--- src/rtl/harness_pkg.sv ---
// harness_pkg
//   Types and helpers shared by the run sequencer, its per-channel edge
//   counter and any bench or board wrapper that decodes the verdict.
//
//   harness_state_e   : sequencer states (HOLD, RUN and the three terminal states)
//   harness_verdict_e : one-hot encoding of {pass, fail, timeout}; NONE while
//                       not in a terminal state
//   cnt_width()       : bits needed to count 0 .. n-1 (never less than 1)
//   verdict_of()      : verdict presented for a given state
package harness_pkg;

  typedef enum logic [2:0] {
    S_HOLD    = 3'd0,
    S_RUN     = 3'd1,
    S_PASS    = 3'd2,
    S_FAIL    = 3'd3,
    S_TIMEOUT = 3'd4
  } harness_state_e;

  // Bit order matches the output concatenation {pass, fail, timeout}.
  typedef enum logic [2:0] {
    VERDICT_NONE    = 3'b000,
    VERDICT_TIMEOUT = 3'b001,
    VERDICT_FAIL    = 3'b010,
    VERDICT_PASS    = 3'b100
  } harness_verdict_e;

  // Width of a counter that must represent the values 0 .. n-1.
  function automatic int cnt_width(input int n);
    int w;
    if (n <= 2) begin
      w = 1;
    end else begin
      w = $clog2(n);
    end
    return w;
  endfunction

  function automatic harness_verdict_e verdict_of(input harness_state_e s);
    harness_verdict_e v;
    case (s)
      S_PASS:    v = VERDICT_PASS;
      S_FAIL:    v = VERDICT_FAIL;
      S_TIMEOUT: v = VERDICT_TIMEOUT;
      default:   v = VERDICT_NONE;
    endcase
    return v;
  endfunction

endpackage

--- src/rtl/edge_toggle_counter.sv ---
// edge_toggle_counter
//   Activity monitor for one DUT status line. Counts edges (either
//   direction) while enabled, saturating at MIN_TOGGLES, and raises a
//   registered 'seen' flag once the count reaches MIN_TOGGLES.
//
//   clk_i  : clock
//   rst_i  : synchronous active-high reset (clears everything)
//   en_i   : count edges this cycle
//   clr_i  : clear the toggle count and the seen flag
//   ch_i   : monitored status line, synchronous to clk_i
//   seen_o : channel has reached MIN_TOGGLES edges
module edge_toggle_counter
  import harness_pkg::*;
#(
  parameter int MIN_TOGGLES = 2
) (
  input  logic clk_i,
  input  logic rst_i,
  input  logic en_i,
  input  logic clr_i,
  input  logic ch_i,
  output logic seen_o
);

  localparam int             TW      = cnt_width(MIN_TOGGLES + 1);
  localparam logic [TW-1:0]  TOG_MAX = TW'(MIN_TOGGLES);

  logic          prev_q;
  logic [TW-1:0] tog_q, tog_d;
  logic          seen_q, seen_d;
  logic          ch_edge;

  // prev_q follows the line every cycle, including while counting is
  // disabled, so the first enabled cycle compares against a fresh value.
  assign ch_edge = ch_i ^ prev_q;

  always_comb begin
    tog_d = tog_q;
    if (clr_i) begin
      tog_d = '0;
    end else if (en_i && ch_edge && (tog_q != TOG_MAX)) begin
      tog_d = tog_q + TW'(1);
    end
    // Flag is derived from the next count so it appears one cycle after
    // the completing edge rather than two.
    seen_d = (tog_d == TOG_MAX);
  end

  always_ff @(posedge clk_i) begin
    if (rst_i) begin
      prev_q <= 1'b0;
      tog_q  <= '0;
      seen_q <= 1'b0;
    end else begin
      prev_q <= ch_i;
      tog_q  <= tog_d;
      seen_q <= seen_d;
    end
  end

  assign seen_o = seen_q;

endmodule

--- src/rtl/harness_run_sequencer.sv ---
// harness_run_sequencer
//   Run controller for board-level simulation / on-FPGA self-test. Holds the
//   DUT in reset for RESET_CYCLES cycles, then runs it, watching NUM_CH status
//   lines for activity and fail_in for a trap. Ends in exactly one verdict:
//   PASS (every channel toggled MIN_TOGGLES times), FAIL (fail_in seen) or
//   TIMEOUT (TIMEOUT_CYCLES run cycles elapsed). A restart pulse in a
//   terminal state starts a fresh run.
//
//   clock       : single clock
//   reset       : synchronous active-high reset of the whole block
//   restart     : pulse, honoured only in PASS/FAIL/TIMEOUT
//   fail_in     : DUT error indication, only looked at in RUN
//   ch_in       : DUT status lines
//   dut_reset   : active-high reset to the DUT (high in HOLD)
//   running     : high in RUN
//   done        : high in any terminal state
//   pass/fail/timeout : one-hot verdict, valid while done
//   cycle_count : RUN cycles elapsed (0 on first RUN cycle)
//   ch_seen     : per-channel "reached MIN_TOGGLES" flags
module harness_run_sequencer
  import harness_pkg::*;
#(
  parameter int RESET_CYCLES   = 10,
  parameter int TIMEOUT_CYCLES = 10000,
  parameter int NUM_CH         = 4,
  parameter int MIN_TOGGLES    = 2,
  parameter int CNT_W          = 32
) (
  input  logic              clock,
  input  logic              reset,
  input  logic              restart,
  input  logic              fail_in,
  input  logic [NUM_CH-1:0] ch_in,
  output logic              dut_reset,
  output logic              running,
  output logic              done,
  output logic              pass,
  output logic              fail,
  output logic              timeout,
  output logic [CNT_W-1:0]  cycle_count,
  output logic [NUM_CH-1:0] ch_seen
);

  localparam int                HOLD_W    = cnt_width(RESET_CYCLES);
  localparam logic [HOLD_W-1:0] HOLD_LAST = HOLD_W'(RESET_CYCLES - 1);
  localparam logic [CNT_W-1:0]  RUN_LAST  = CNT_W'(TIMEOUT_CYCLES - 1);

  harness_state_e     state_q, state_d;
  logic [HOLD_W-1:0]  hold_cnt_q, hold_cnt_d;
  logic [CNT_W-1:0]   cycle_count_q, cycle_count_d;
  logic [NUM_CH-1:0]  seen;
  logic               all_seen;
  logic               count_en;
  logic               count_clr;
  harness_verdict_e   verdict;

  assign all_seen = &seen;

  // ---------------------------------------------------------------------
  // State register and counters
  // ---------------------------------------------------------------------
  always_ff @(posedge clock) begin
    if (reset) begin
      state_q       <= S_HOLD;
      hold_cnt_q    <= '0;
      cycle_count_q <= '0;
    end else begin
      state_q       <= state_d;
      hold_cnt_q    <= hold_cnt_d;
      cycle_count_q <= cycle_count_d;
    end
  end

  // ---------------------------------------------------------------------
  // Next state. Exits from RUN use the registered flags and counter, with
  // priority FAIL > PASS > TIMEOUT. The cycle counter only advances when the
  // block stays in RUN, so the value frozen in a terminal state is the one
  // that was visible on the last RUN cycle.
  // ---------------------------------------------------------------------
  always_comb begin
    state_d       = state_q;
    hold_cnt_d    = '0;
    cycle_count_d = cycle_count_q;
    case (state_q)
      S_HOLD: begin
        cycle_count_d = '0;
        if (hold_cnt_q == HOLD_LAST) begin
          state_d = S_RUN;
        end else begin
          hold_cnt_d = hold_cnt_q + HOLD_W'(1);
        end
      end
      S_RUN: begin
        if (fail_in) begin
          state_d = S_FAIL;
        end else if (all_seen) begin
          state_d = S_PASS;
        end else if (cycle_count_q == RUN_LAST) begin
          state_d = S_TIMEOUT;
        end else begin
          cycle_count_d = cycle_count_q + CNT_W'(1);
        end
      end
      S_PASS, S_FAIL, S_TIMEOUT: begin
        if (restart) begin
          state_d       = S_HOLD;
          cycle_count_d = '0;
        end
      end
      default: begin
        state_d       = S_HOLD;
        cycle_count_d = '0;
      end
    endcase
  end

  // Edges are counted only on cycles that remain in RUN (same freeze rule as
  // the cycle counter). Clearing is tied to entering/staying in HOLD so that
  // ch_seen drops on the same edge dut_reset rises after a restart.
  assign count_en  = (state_q == S_RUN) && (state_d == S_RUN);
  assign count_clr = (state_d == S_HOLD);

  // ---------------------------------------------------------------------
  // Per-channel activity monitors
  // ---------------------------------------------------------------------
  genvar gi;
  generate
    for (gi = 0; gi < NUM_CH; gi++) begin : g_ch
      edge_toggle_counter #(
        .MIN_TOGGLES(MIN_TOGGLES)
      ) u_edge_cnt (
        .clk_i (clock),
        .rst_i (reset),
        .en_i  (count_en),
        .clr_i (count_clr),
        .ch_i  (ch_in[gi]),
        .seen_o(seen[gi])
      );
    end
  endgenerate

  // ---------------------------------------------------------------------
  // Outputs: pure decodes of registers, so they change on the state edge.
  // ---------------------------------------------------------------------
  always_comb begin
    verdict                = verdict_of(state_q);
    {pass, fail, timeout}  = verdict;
    done                   = (verdict != VERDICT_NONE);
    dut_reset              = (state_q == S_HOLD);
    running                = (state_q == S_RUN);
  end

  assign cycle_count = cycle_count_q;
  assign ch_seen     = seen;

endmodule

--- config.mk ---
export PLATFORM = sky130hd
export DESIGN_NAME = harness_run_sequencer
export DESIGN_NICKNAME = d
export VERILOG_FILES = /design/src/rtl/harness_pkg.sv /design/src/rtl/edge_toggle_counter.sv /design/src/rtl/harness_run_sequencer.sv
export SDC_FILE = /design/constraint.sdc
export NUM_CORES = 1
export LEC_CHECK = 0
export ABC_AREA = 0
export ABC_CLOCK_PERIOD_IN_PS = 3240
export BUFFER_PORTS_ARGS = -buffer_cell sky130_fd_sc_hd__clkbuf_2
export CORE_UTILIZATION = 27
export CTS_CLUSTER_DIAMETER = 80
export DETAILED_ROUTE_END_ITERATION = 6
export MAX_ROUTING_LAYER = met4
export RECOVER_POWER = 100
export SYNTH_ARGS = -nofsm -noshare
export SYNTH_HDL_FRONTEND = slang
export SYNTH_SLANG_ARGS = --single-unit
--- constraint.sdc ---
create_clock -name clock -period 3.24 [get_ports clock]
set_input_delay 0 -clock clock [delete_from_list [all_inputs] [get_ports clock]]
set_output_delay 0 -clock clock [all_outputs]
set_load 0.02 [all_outputs]
# Word-level counts from Yosys, hierarchy flattened
# Index checks and enable logic that the tools add are counted.
classes:
  n_bitwise: 5
  n_addsub: 6
  mux: 20
  reduce_logical: 16
  n_eq_ne: 19
op_table:
  columns: ["cell", "count"]
  rows:
  - ["32-bit two-way mux", 4]
  - ["32-bit one-hot mux with 2 select lines", 1]
  - ["32-bit by 1-bit adder with 32-bit output, second input constant", 1]
  - ["32-bit by 14-bit == test with 1-bit output, second input constant", 1]
  - ["3-bit one-hot mux with 3 select lines", 2]
  - ["2-bit two-way mux", 8]
  - ["2-bit inequality test, second input constant", 8]
  - ["3-bit two-way mux", 5]
  - ["1-bit logical AND", 9]
  - ["2-bit by 1-bit adder with 2-bit output, second input constant", 4]
  - ["2-bit == test, second input constant", 4]
  - ["4-bit AND reduction", 2]
  - ["3-bit by 1-bit == test with 1-bit output, second input constant", 2]
  - ["3-bit by 2-bit == test with 1-bit output, second input constant", 2]
  - ["3-bit zero test", 2]
  - ["3-bit OR reduction", 2]
  - ["4-bit by 1-bit adder with 4-bit output, second input constant", 1]
  - ["4-bit == test, second input constant", 1]
  - ["1-bit bitwise XOR", 4]
  - ["3-bit == test, second input constant", 1]
  - ["3-bit nonzero test", 1]
  - ["1-bit inverter", 1]
totals:
  inputBits: 8
  regBits: 55
  out_inout_bits: 42

# Depth between registers and ports, before layout
# Gate-level depths: netlist of the first run.
logic_depth:
  depth_word: 12
  ltp_mapped: 8
  depth_no_buf: 7

# Hierarchy
# Synthesis of the first run repeated with hierarchy kept, for this count alone.
unflattened:
  hier_cells: 342
  hier_area_um2: 2847.7
modules_own_cells:
  columns: ["mod", "cells_each", "instances", "seq_area_each_um2", "area_per_inst_um2"]
  rows:
  - ["harness_run_sequencer", 266, 1, 780.7, 2097.0]
  - ["edge_toggle_counter", 19, 4, 80.1, 187.7]

# Least setup slack after synthesis of the first run
# OpenSTA, ideal clock, no wires.
synth_path:
  path_type: "reg2reg"
  from: "reg state_q[1]"
  to: "reg g_ch[2].u_edge_cnt.seen_q"
  synth_period_minus_slack_ns: 2.023
  stages_incl_launch_ff: 9
  required_time_ns: 3.170
  setup_ns: 0.070
  path_slack_ns: 1.217
  t_arrival_ns: 1.953
  path_buffers: 2
  cell_sequence: "dfxtp_1 > buf_2 > or3b_1 > buf_6 > clkinv_4 > nand2_4 > or3_4 > or4_1 > a21oi_1"
synth_rtl:
  columns: ["element", "line_no", "rtl"]
  rows:
  - ["from (decl)", "harness_run_sequencer.sv:48", "harness_state_e state_q, state_d;"]
  - ["from (signal assigned)", "harness_run_sequencer.sv:68", "state_q <= state_d;"]
  - ["3-bit by 1-bit == test with 1-bit output *", null, null]
  - ["named net running", "harness_run_sequencer.sv:35", "output logic running,"]
  - ["3-bit one-hot mux with 3 select lines", "harness_run_sequencer.sv:84", "case (state_q)"]
  - ["3-bit by 1-bit == test with 1-bit output", "harness_run_sequencer.sv:120", "assign count_en = (state_q == S_RUN) && (state_d == S_RUN);"]
  - ["1-bit logical AND", "harness_run_sequencer.sv:120", null]
  - ["1-bit logical AND (2 in a row)", "edge_toggle_counter.sv:41", "end else if (en_i && ch_edge && (tog_q != TOG_MAX)) begin"]
  - ["2-bit two-way mux", "edge_toggle_counter.sv:41", null]
  - ["2-bit two-way mux *", "edge_toggle_counter.sv:39", "if (clr_i) begin"]
  - ["2-bit == test *", "edge_toggle_counter.sv:46", "seen_d = (tog_d == TOG_MAX);"]
  - ["to (signal assigned)", "edge_toggle_counter.sv:57", "seen_q <= seen_d;"]
  - ["to (decl)", "edge_toggle_counter.sv:30", "logic seen_q, seen_d;"]
# The timed path passes the listed nets; every way through them passes the cells marked *.
# A chain may end at the register's enable or synchronous reset.

# Worst setup path in the final report of the first run
layout_path:
  from: "reg state_q[2]"
  to: "reg cycle_count_q[24] (netlist: cycle_count[24])"
layout_between:
  elab_chain_len: 4
layout_rtl:
  columns: ["element", "line_no", "rtl"]
  rows:
  - ["3-bit == test or 3-bit by 2-bit == test with 1-bit output (tied branches)", "harness_run_sequencer.sv:84", null]
  - ["3-bit OR reduction", "harness_run_sequencer.sv:84", null]
  - ["2-bit inequality test (no line)", null, null]
  - ["4-bit AND reduction (no line)", null, null]
  - ["to (signal assigned)", "harness_run_sequencer.sv:70", "cycle_count_q <= cycle_count_d;"]
  - ["to (decl)", "harness_run_sequencer.sv:50", "logic [CNT_W-1:0] cycle_count_q, cycle_count_d;"]
# Parallel ways exist; a longest one is shown, timed or not.

==> results.toml, run 1 <==
[worst_setup_path]
startpoint_type = "register"
r2r_slack_ps = 550
critical_path_peak_fanout = 18
timing.rr.end = "cycle_count[24]"
reg2reg_depth = 5
critPathLaunch = "state_q[2]"
cp.arrival_ps = 2940
crit_end = "cycle_count[24]"
worstSetupPathType = "register to register"
cp.required_ps = 3490
reg2reg_from = "state_q[2]"
critPathCaptureType = "register"

[global_route]
grt_overflow_total = 0
grt.busiest_layer = "met2"
grt_pass1_vias = 2329
gr-usage-met1_pct = 16.93
grt_pass1_wl_mm = 11.17
grt_max_degree = 25
grt_use_total_pct = 12.87
antenna_found_initial = 0
grtUsageMet3_pct = 2.256
met2_usage_pct = 20.43

[floorplan]
boundaryPins = 50
core_um2 = 9910
die_w_um = 103.9
rows = 36
die_area_um2 = 10800
fp.dieH_um = 103.9
start_util_pct = 28.31

[sta]
worst_pin_slew_ps = 889.4
fin_crit_sh_pct = 83.04
fin_tns_setup_ps = 0
slew_headroom_pct = 40.58
skew_ps = 5.187
layout_min_cycle_time_ps = 2690
hold_violations = 0
final-setup-viol-count = 0
drv_slew = 0
rsz0062_at_grt = "no"
timing.fmax_mhz = 371.7

[yosys]
ys_seq_elements = 55
seq_area_frac_synth_pct = 39.25
netlist_area_um2 = 2805
synth_cell_type_count = 41
avgSynthCellArea_um2 = 8.374
synth-warning-count = 0
ys.flop_type = "dfxtp_1"
syn-num-nets = 350
async_flop_share_pct = 0
synth-edff-count = 0
syn_inst = 335

[finish]
num_antenna_cells = 0
drive_gt1_share_pct = 4.178
area_growth_pct = 13.78
finalNetCount = 397

[job]
max-cap-violations = 0

[cts]
htree_levels = 2
cts_tree = "yes"
cts_resized = 0
cts_buffer_depth = 2
numCtsBuffers = 5
root_buffer = "clkbuf_8"
clkSinkCount = 55
clk_pin_slew_worst_paths_ps = 110
clk_latency_ps = 310

[power]
vdd_drop_max_v = 0.0001670
p_per_area_nw_per_um2 = 350.6
power_uw = 1119
p_leak_uw = 0.0008883

[placement]
numPortBuffers = 49
routabilityCongestion = 0.7946
hpwl_mm = 5.121

[routing]
dr_total_vias = 2656
drc_errors = 0
vias_per_cell = 5.147
firstDrtPassIters = 4
drt-initial-drc-count = 114
drt-wirelength-per-cell_um = 13.71
antenna_left = 0
drt-total-wl_mm = 7.073

[hold_path]
min_path_type = "primary input to register"

[run_status]
status = "complete, no violations"
layout make-up:
type / instances / area [um2]
Clock buffer: 5 / 68.82
Clock inverter: 3 / 25.02
Fill cell: 1101 / 6718
Inverter: 15 / 57.56
Multi-Input combinational cell: 249 / 1523
Sequential cell: 55 / 1101
Tap cell: 133 / 166.4
Timing Repair Buffer: 56 / 250.2
synth_stat cells, drive strengths merged, types with 8 or more instances:
cell,n,share of area (%)
nand4,12,2.7
nor4,11,2.5
a21oi,38,6.8
xnor2,9,2.8
clkbuf,9,1.2
nand2,17,2.5
or3,27,6.7
nor2,20,2.7
o21ai,27,4.8
nor3,8,1.4
inv,14,1.9
dfxtp,55,39
or4,13,3.5
per-stage QoR:
| step | area (um2) | utilization [%] | hold WS [ps] | worst slack (ps) | instances |
|---|---|---|---|---|---|
| after floorplan | 2805 | - | 128.2 | 1217 | 335 |
| after global placement | 3154 | 31.83 | 245.9 | 703.6 | 504 |
| after detailed placement | 3154 | 31.83 | 247.6 | 603.4 | 504 |
| after CTS | 3288 | 33.18 | 79.41 | 582.4 | 516 |
| after global routing | 3192 | 32.21 | 71.25 | 334.8 | 516 |
| final | 3192 | 32.21 | 74.45 | 549.5 | 516 |
where the power goes:
group | total, uW | switching (uW) | leakage (uW) | internal [uW]
registers | 687 | 4.85 | 0.000445 | 682
logic | 31.0 | 15.7 | 0.000399 | 15.3
clock network | 401 | 246 | 0.0000443 | 155
total | 1120 | 266 | 0.000888 | 853
sequential cells by signal (all words and copies together), names as in the netlist:
signal                  cells
cycle_count                32
g_ch.u_edge_cnt.tog_q       8
g_ch.u_edge_cnt.prev_q      4
g_ch.u_edge_cnt.seen_o      4
state_q                     3
hold_cnt_q                  4
cell usage in the layout, fill, tap and decap left out, drive strengths merged, types with 8 or more instances in the layout:
cell type and count:
dfxtp 55, nand4 12, nor4 11, or3 27, nor2 20, a21oi 38, clkbuf 54, o21ai 27
or4 13, inv 14, nor3 8, xnor2 9, nand2 17
per-layer routing:
metal / wire length (um) / up-vias
met3: 314 / 5
li1: - / 1342
met5: 0 / -
met4: 53 / 0
met2: 3131 / 57
met1: 3573 / 1252
worst min-delay path by stage:
stage               slack [ps]                        end  cells after the start     start
finish                      70             cycle_count[1]                      2     reset
global route                70             cycle_count[1]                      2     reset
CTS                         80             cycle_count[1]                      4   fail_in
detailed placement         250  g_ch[1].u_edge_cnt.prev_q                      2  ch_in[1]
global placement           250  g_ch[0].u_edge_cnt.prev_q                      2  ch_in[0]
floorplan                  130  g_ch[0].u_edge_cnt.prev_q                      1  ch_in[0]
critical path: stages, from the launching register on:
cell and delay, ps:
dfxtp_1 650, or3b_1 320, o21ai_0 210, nand4b_1 640, or4_1 680, a21oi_1 140
timing repair:
item | in CTS | in global routing
hold buffers | 4 | 0
endpoints found under the hold margin | 4 | 0
buffers inserted | 0 | 0
cell families (layout without fill, tap and decap cells):
family	Yosys count	in the layout	share of synthesized area, %
fa+ha+maj	7	7	3.122
simple gates	136	136	28.72
buf+inv	31	79	5.219
xor+xnor	14	14	4.371
compound gates	92	92	19.31
flops	55	55	39.25
(Power assumes the default switching activity.)
==> inputs of run 2 (changes only) <==
Settings changed: ABC_CLOCK_PERIOD_IN_PS 3240 to 2600.
Clock period 3.24 ns to 2.6 ns, I/O delays scaled along.
==> run 2 against run 1 <==
Die area unchanged. Maximum frequency up 13%. Wire length up 2.6%. Core utilization rose by 0.66 points. Flip-flop and latch count stayed put. Global-route usage up 1.4 points. First-iteration DRC count is 18% higher. Cell area grew 2.0%. Combinational power up 34%. Critical endpoint is now g_ch[1].u_edge_cnt.seen_o. Largest cell class unchanged.
==> results.toml, run 2 (synthesized netlist as in run 1, its figures left out) <==
[run_status]
status = "complete, no violations"

[power]
p_leak_uw = 0.0009342
p_per_area_nw_per_um2 = 430.3
vdd_drop_max_v = 0.0001925
combinationalPowerShare_pct = 3.0
p_int_uw = 1065
power_switching_uw = 337.0
swShare_pct = 24.04
clkPwrFrac_pct = 35.9
seqPwrFrac_pct = 61.1

[global_route]
grt_max_degree = 25
grt_overflow_total = 0
grt_pass1_vias = 2490
antenna_found_initial = 0
grt_use_total_pct = 14.23
grt_pass1_wl_mm = 12.28

[floorplan]
start_util_pct = 28.31
die_w_um = 103.9
boundaryPins = 50
core_um2 = 9910
fp.dieH_um = 103.9
die_area_um2 = 10800
rows = 36

[sta]
final-setup-viol-count = 0
timing.fmax_mhz = 421.0
layout_min_cycle_time_ps = 2376
worst_pin_slew_ps = 895.3
rsz0062_at_grt = "no"
drv_slew = 0
skew_ps = 5.553
hold_violations = 0
slew_headroom_pct = 40.19
fin_tns_setup_ps = 0
fin_crit_sh_pct = 91.37

[finish]
num_antenna_cells = 0
largest_reg_flops = 32
drive_gt1_share_pct = 6.410
fin_cells = 523
layout_commonest_cell = "dfxtp_1"
area_growth_pct = 16.10
mostFrequentLayoutCells = "55 x dfxtp_1, 46 x clkbuf_1, 38 x a21oi_1"
finalNetCount = 404

[worst_setup_path]
timing.rr.end = "g_ch[1].u_edge_cnt.seen_o"
critPathCaptureType = "register"
reg2reg_depth = 6
worstSetupPathType = "register to register"
r2r_slack_ps = 220
critical_path_peak_fanout = 8
startpoint_type = "register"
cp.required_ps = 2840
reg2reg_from = "state_q[0]"
cp.arrival_ps = 2620

[routing]
drt-initial-drc-count = 135
firstDrtPassIters = 4
dr_total_vias = 2726
drc_errors = 0
drt-wirelength-per-cell_um = 13.88
drt-total-wl_mm = 7.257
antenna_left = 0
vias_per_cell = 5.212

[hold_path]
holdPathStages = 2
min_from = "reset"
holdPathEnd = "cycle_count[0]"
min_path_type = "primary input to register"

[cts]
cts_tree = "yes"
cts_resized = 0
htree_levels = 2
clk_latency_ps = 320
numCtsBuffers = 5
holdBufCountCts = 4
clk_pin_slew_worst_paths_ps = 100
clkSinkCount = 55
cts_setup_buffers = 0
cts_buffer_depth = 2
root_buffer = "clkbuf_8"

[placement]
numPortBuffers = 49
hpwl_mm = 5.321
routabilityCongestion = 0.7800
dp.cells = 511

[job]
max-cap-violations = 0
-- run 2: power by group through the flow --
stage	Combinational, uW	Sequential [uW]	Clock, uW
detailed placement	39.4	876	0
floorplan	24.0	874	0
CTS	44.4	856	517
global route	47.0	858	553
global placement	37.9	875	0
finish	41.6	856	504
-- run 2: final cells by class --
cell class                      count  area (um2)
Fill cell                        1095        6653
Sequential cell                    55        1101
Clock buffer                        5       68.82
Inverter                           15       57.56
Timing Repair Buffer               63       300.3
Multi-Input combinational cell    249        1538
Tap cell                          133       166.4
Clock inverter                      3       25.02
-- run 2: layer usage --
layer | GRT usage, % | vias to the layer above | share of wire [%]
li1 | - | 1353 | -
met1 | 18.38 | 1318 | 50
met2 | 22.52 | 47 | 46
met3 | 2.506 | 8 | 3.3
met4 | 4.592 | 0 | 1.2
met5 | - | - | 0
-- run 2: worst max-delay path, stage by stage (launching register included) --
cell and delay, ps:
dfxtp_1 460, or3b_1 510, clkinvlp_2 230, nand2_4 100
or3_1 420, or4_1 420, a21oi_1 160
-- run 2: worst max-delay path by stage --
stage,startpoint,endpoint
2_1_floorplan,state_q[1],g_ch[2].u_edge_cnt.seen_o
3_3_place_gp,state_q[0],g_ch[1].u_edge_cnt.seen_o
3_5_place_dp,state_q[1],cycle_count[29]
4_1_cts,state_q[0],g_ch[1].u_edge_cnt.seen_o
5_1_grt,state_q[0],g_ch[1].u_edge_cnt.seen_o
6_report,state_q[0],g_ch[1].u_edge_cnt.seen_o
-- run 2: through the flow --
stage / area (um2) / setup WS [ps] / util (%) / hold WS [ps] / total power (uW)
2_1_floorplan: 2805 / 577.0 / - / 128.2 / 898.4
3_3_place_gp: 3207 / 413.3 / 32.36 / 245.5 / 913.1
3_5_place_dp: 3207 / 348.7 / 32.36 / 248.9 / 914.9
4_1_cts: 3341 / 342.8 / 33.71 / 68.06 / 1418
5_1_grt: 3257 / 81.45 / 32.87 / 93.05 / 1458
6_report: 3257 / 224.5 / 32.87 / 65.87 / 1401
==> inputs of run 3 (changes only) <==
Settings changed: CTS_BUF_LIST set to sky130_fd_sc_hd__clkbuf_4.
==> run 3 against run 2 <==
Critical path depth did not move. Global-route usage shrank 0.096 points. First-iteration DRC count is 0.74% lower. Combinational power increased by 12%. Setup slack worse by 11 ps. Via count is the same. Clock power shrank 19%. Wire length is 0.11% higher. Clock skew rose by 5.8 ps. Flip-flop and latch count unchanged. Largest power group unchanged. Hold slack lost 41 ps. Core utilization grew 0.13 points. Critical path type unchanged.
==> results.toml, run 3 (synthesized netlist as in run 1, its figures left out) <==
[global_route]
grt_pass1_vias = 2509
grt_max_degree = 25
grt_use_total_pct = 14.13
grt_overflow_total = 0
antenna_found_initial = 0
grt_pass1_wl_mm = 12.28

[finish]
area_growth_pct = 16.55
post-route-util_pct = 32.99
drive_gt1_share_pct = 7.107
finalNetCount = 408
mostFrequentLayoutCells = "55 x dfxtp_1, 43 x clkbuf_1, 38 x a21oi_1"
layout_commonest_cell = "dfxtp_1"
largest_reg_flops = 32
num_antenna_cells = 0

[sta]
drv_slew = 0
final-setup-viol-count = 0
timing.fmax_mhz = 419.0
worst_pin_slew_ps = 895.9
hold_violations = 0
fin_tns_setup_ps = 0
rsz0062_at_grt = "no"
skew_ps = 11.39
slew_headroom_pct = 40.15
layout_min_cycle_time_ps = 2387
fin_crit_sh_pct = 91.80

[power]
p_leak_uw = 0.0009511
p_per_area_nw_per_um2 = 401.5
vdd_drop_max_v = 0.0001888

[placement]
hpwl_mm = 5.321
routabilityCongestion = 0.7800
numPortBuffers = 49

[worst_setup_path]
critPathCaptureType = "register"
critPathLaunch = "state_q[0]"
reg2reg_from = "state_q[0]"
reg2reg_depth = 6
path_cells = "or3b_1, clkinvlp_2, nand2_4, or3_1, or4_1, a21oi_1"
max_stage_delay_ps = 510
crit_buf_inv = 1
slowest_stage = "or3b_1"
worstSetupPathType = "register to register"
cp.required_ps = 2920
r2r_slack_ps = 210
timing.rr.end = "g_ch[1].u_edge_cnt.seen_o"
crit_family = "simple AND/OR/NAND/NOR gates"
startpoint_type = "register"
crit_end = "g_ch[1].u_edge_cnt.seen_o"
worstSetupPathDepth = 6
cp.arrival_ps = 2700
critical_path_peak_fanout = 8

[routing]
drt-wirelength-per-cell_um = 13.79
dr_total_vias = 2726
vias_per_cell = 5.173
firstDrtPassIters = 4
drt-initial-drc-count = 134
drt-total-wl_mm = 7.265
antenna_left = 0
drc_errors = 0

[cts]
htree_levels = 2
cts_tree = "yes"
clkSinkCount = 55
clk_pin_slew_worst_paths_ps = 170
cts_resized = 0
numCtsBuffers = 5
root_buffer = "clkbuf_4"
cts_buffer_depth = 2
clk_latency_ps = 390

[floorplan]
rows = 36
core_um2 = 9910
start_util_pct = 28.31
die_w_um = 103.9
boundaryPins = 50
die_area_um2 = 10800
fp.dieH_um = 103.9

[hold_path]
min_from = "restart"
min_path_type = "primary input to register"

[run_status]
status = "complete, no violations"

[job]
max-cap-violations = 0
## run 3: cell types whose count changed in the layout (fill, tap and decap cells not counted)
cell / delta
dlygate4sd3_1: +4
clkbuf_4: +5
clkbuf_8: -5
clkbuf_1: -3
clkbuf_2: +3
## run 3: repair_timing
action,4_1_cts,5_1_grt
buffers inserted,0,0
hold buffers,8,0
endpoints found under the hold margin,6,0
## run 3: cell type report
cell class                 instances  area [um2]
clock buffer                       5       37.54
multi-input combinational        249        1538
clock inverter                     3       25.02
inverter                          15       57.56
tap                              133       166.4
sequential                        55        1101
timing repair buffer              67       344.1
fill                            1088        6640
## run 3: worst min-delay path by stage
stage	cells after the start	to	slack [ps]
2_1_floorplan	1	g_ch[0].u_edge_cnt.prev_q	130
3_3_place_gp	2	g_ch[0].u_edge_cnt.prev_q	250
3_5_place_dp	2	g_ch[0].u_edge_cnt.prev_q	250
4_1_cts	4	state_q[2]	20
5_1_grt	4	state_q[2]	30
6_report	4	state_q[2]	20
## run 3: worst register-to-register path, cell delays in order (launching register included)
cell        delay [ps]
dfxtp_1            480
or3b_1             510
clkinvlp_2         230
nand2_4            100
or3_1              430
or4_1              420
a21oi_1            160
## run 3: layer usage
metal	wire length, um	global-route usage [%]	vias to the layer above	part of all wire (%)
met3	286	2.569	7	3.9
li1	-	-	1360	-
met5	0	-	-	0
met2	3322	22.43	50	46
met1	3591	18.46	1309	49
met4	64	3.776	0	0.88
## run 3: metrics by stage
stage | std cells | setup slack [ps] | cell area, um2 | power, uW | hold slack [ps]
2_1_floorplan | 335 | 577.0 | 2805 | 898.4 | 128.2
6_report | 527 | 213.1 | 3269 | 1313 | 24.42
3_3_place_gp | 511 | 413.3 | 3207 | 913.1 | 245.5
3_5_place_dp | 511 | 348.7 | 3207 | 914.9 | 248.9
4_1_cts | 527 | 335.3 | 3349 | 1323 | 16.42
5_1_grt | 527 | 72.99 | 3269 | 1370 | 32.28
## run 3: power by group
group / switching (uW) / internal [uW] / leakage (uW)
clock: 299 / 109 / 0.0000314
sequential: 5.98 / 852 / 0.000445
combinational: 21.6 / 25.2 / 0.000475
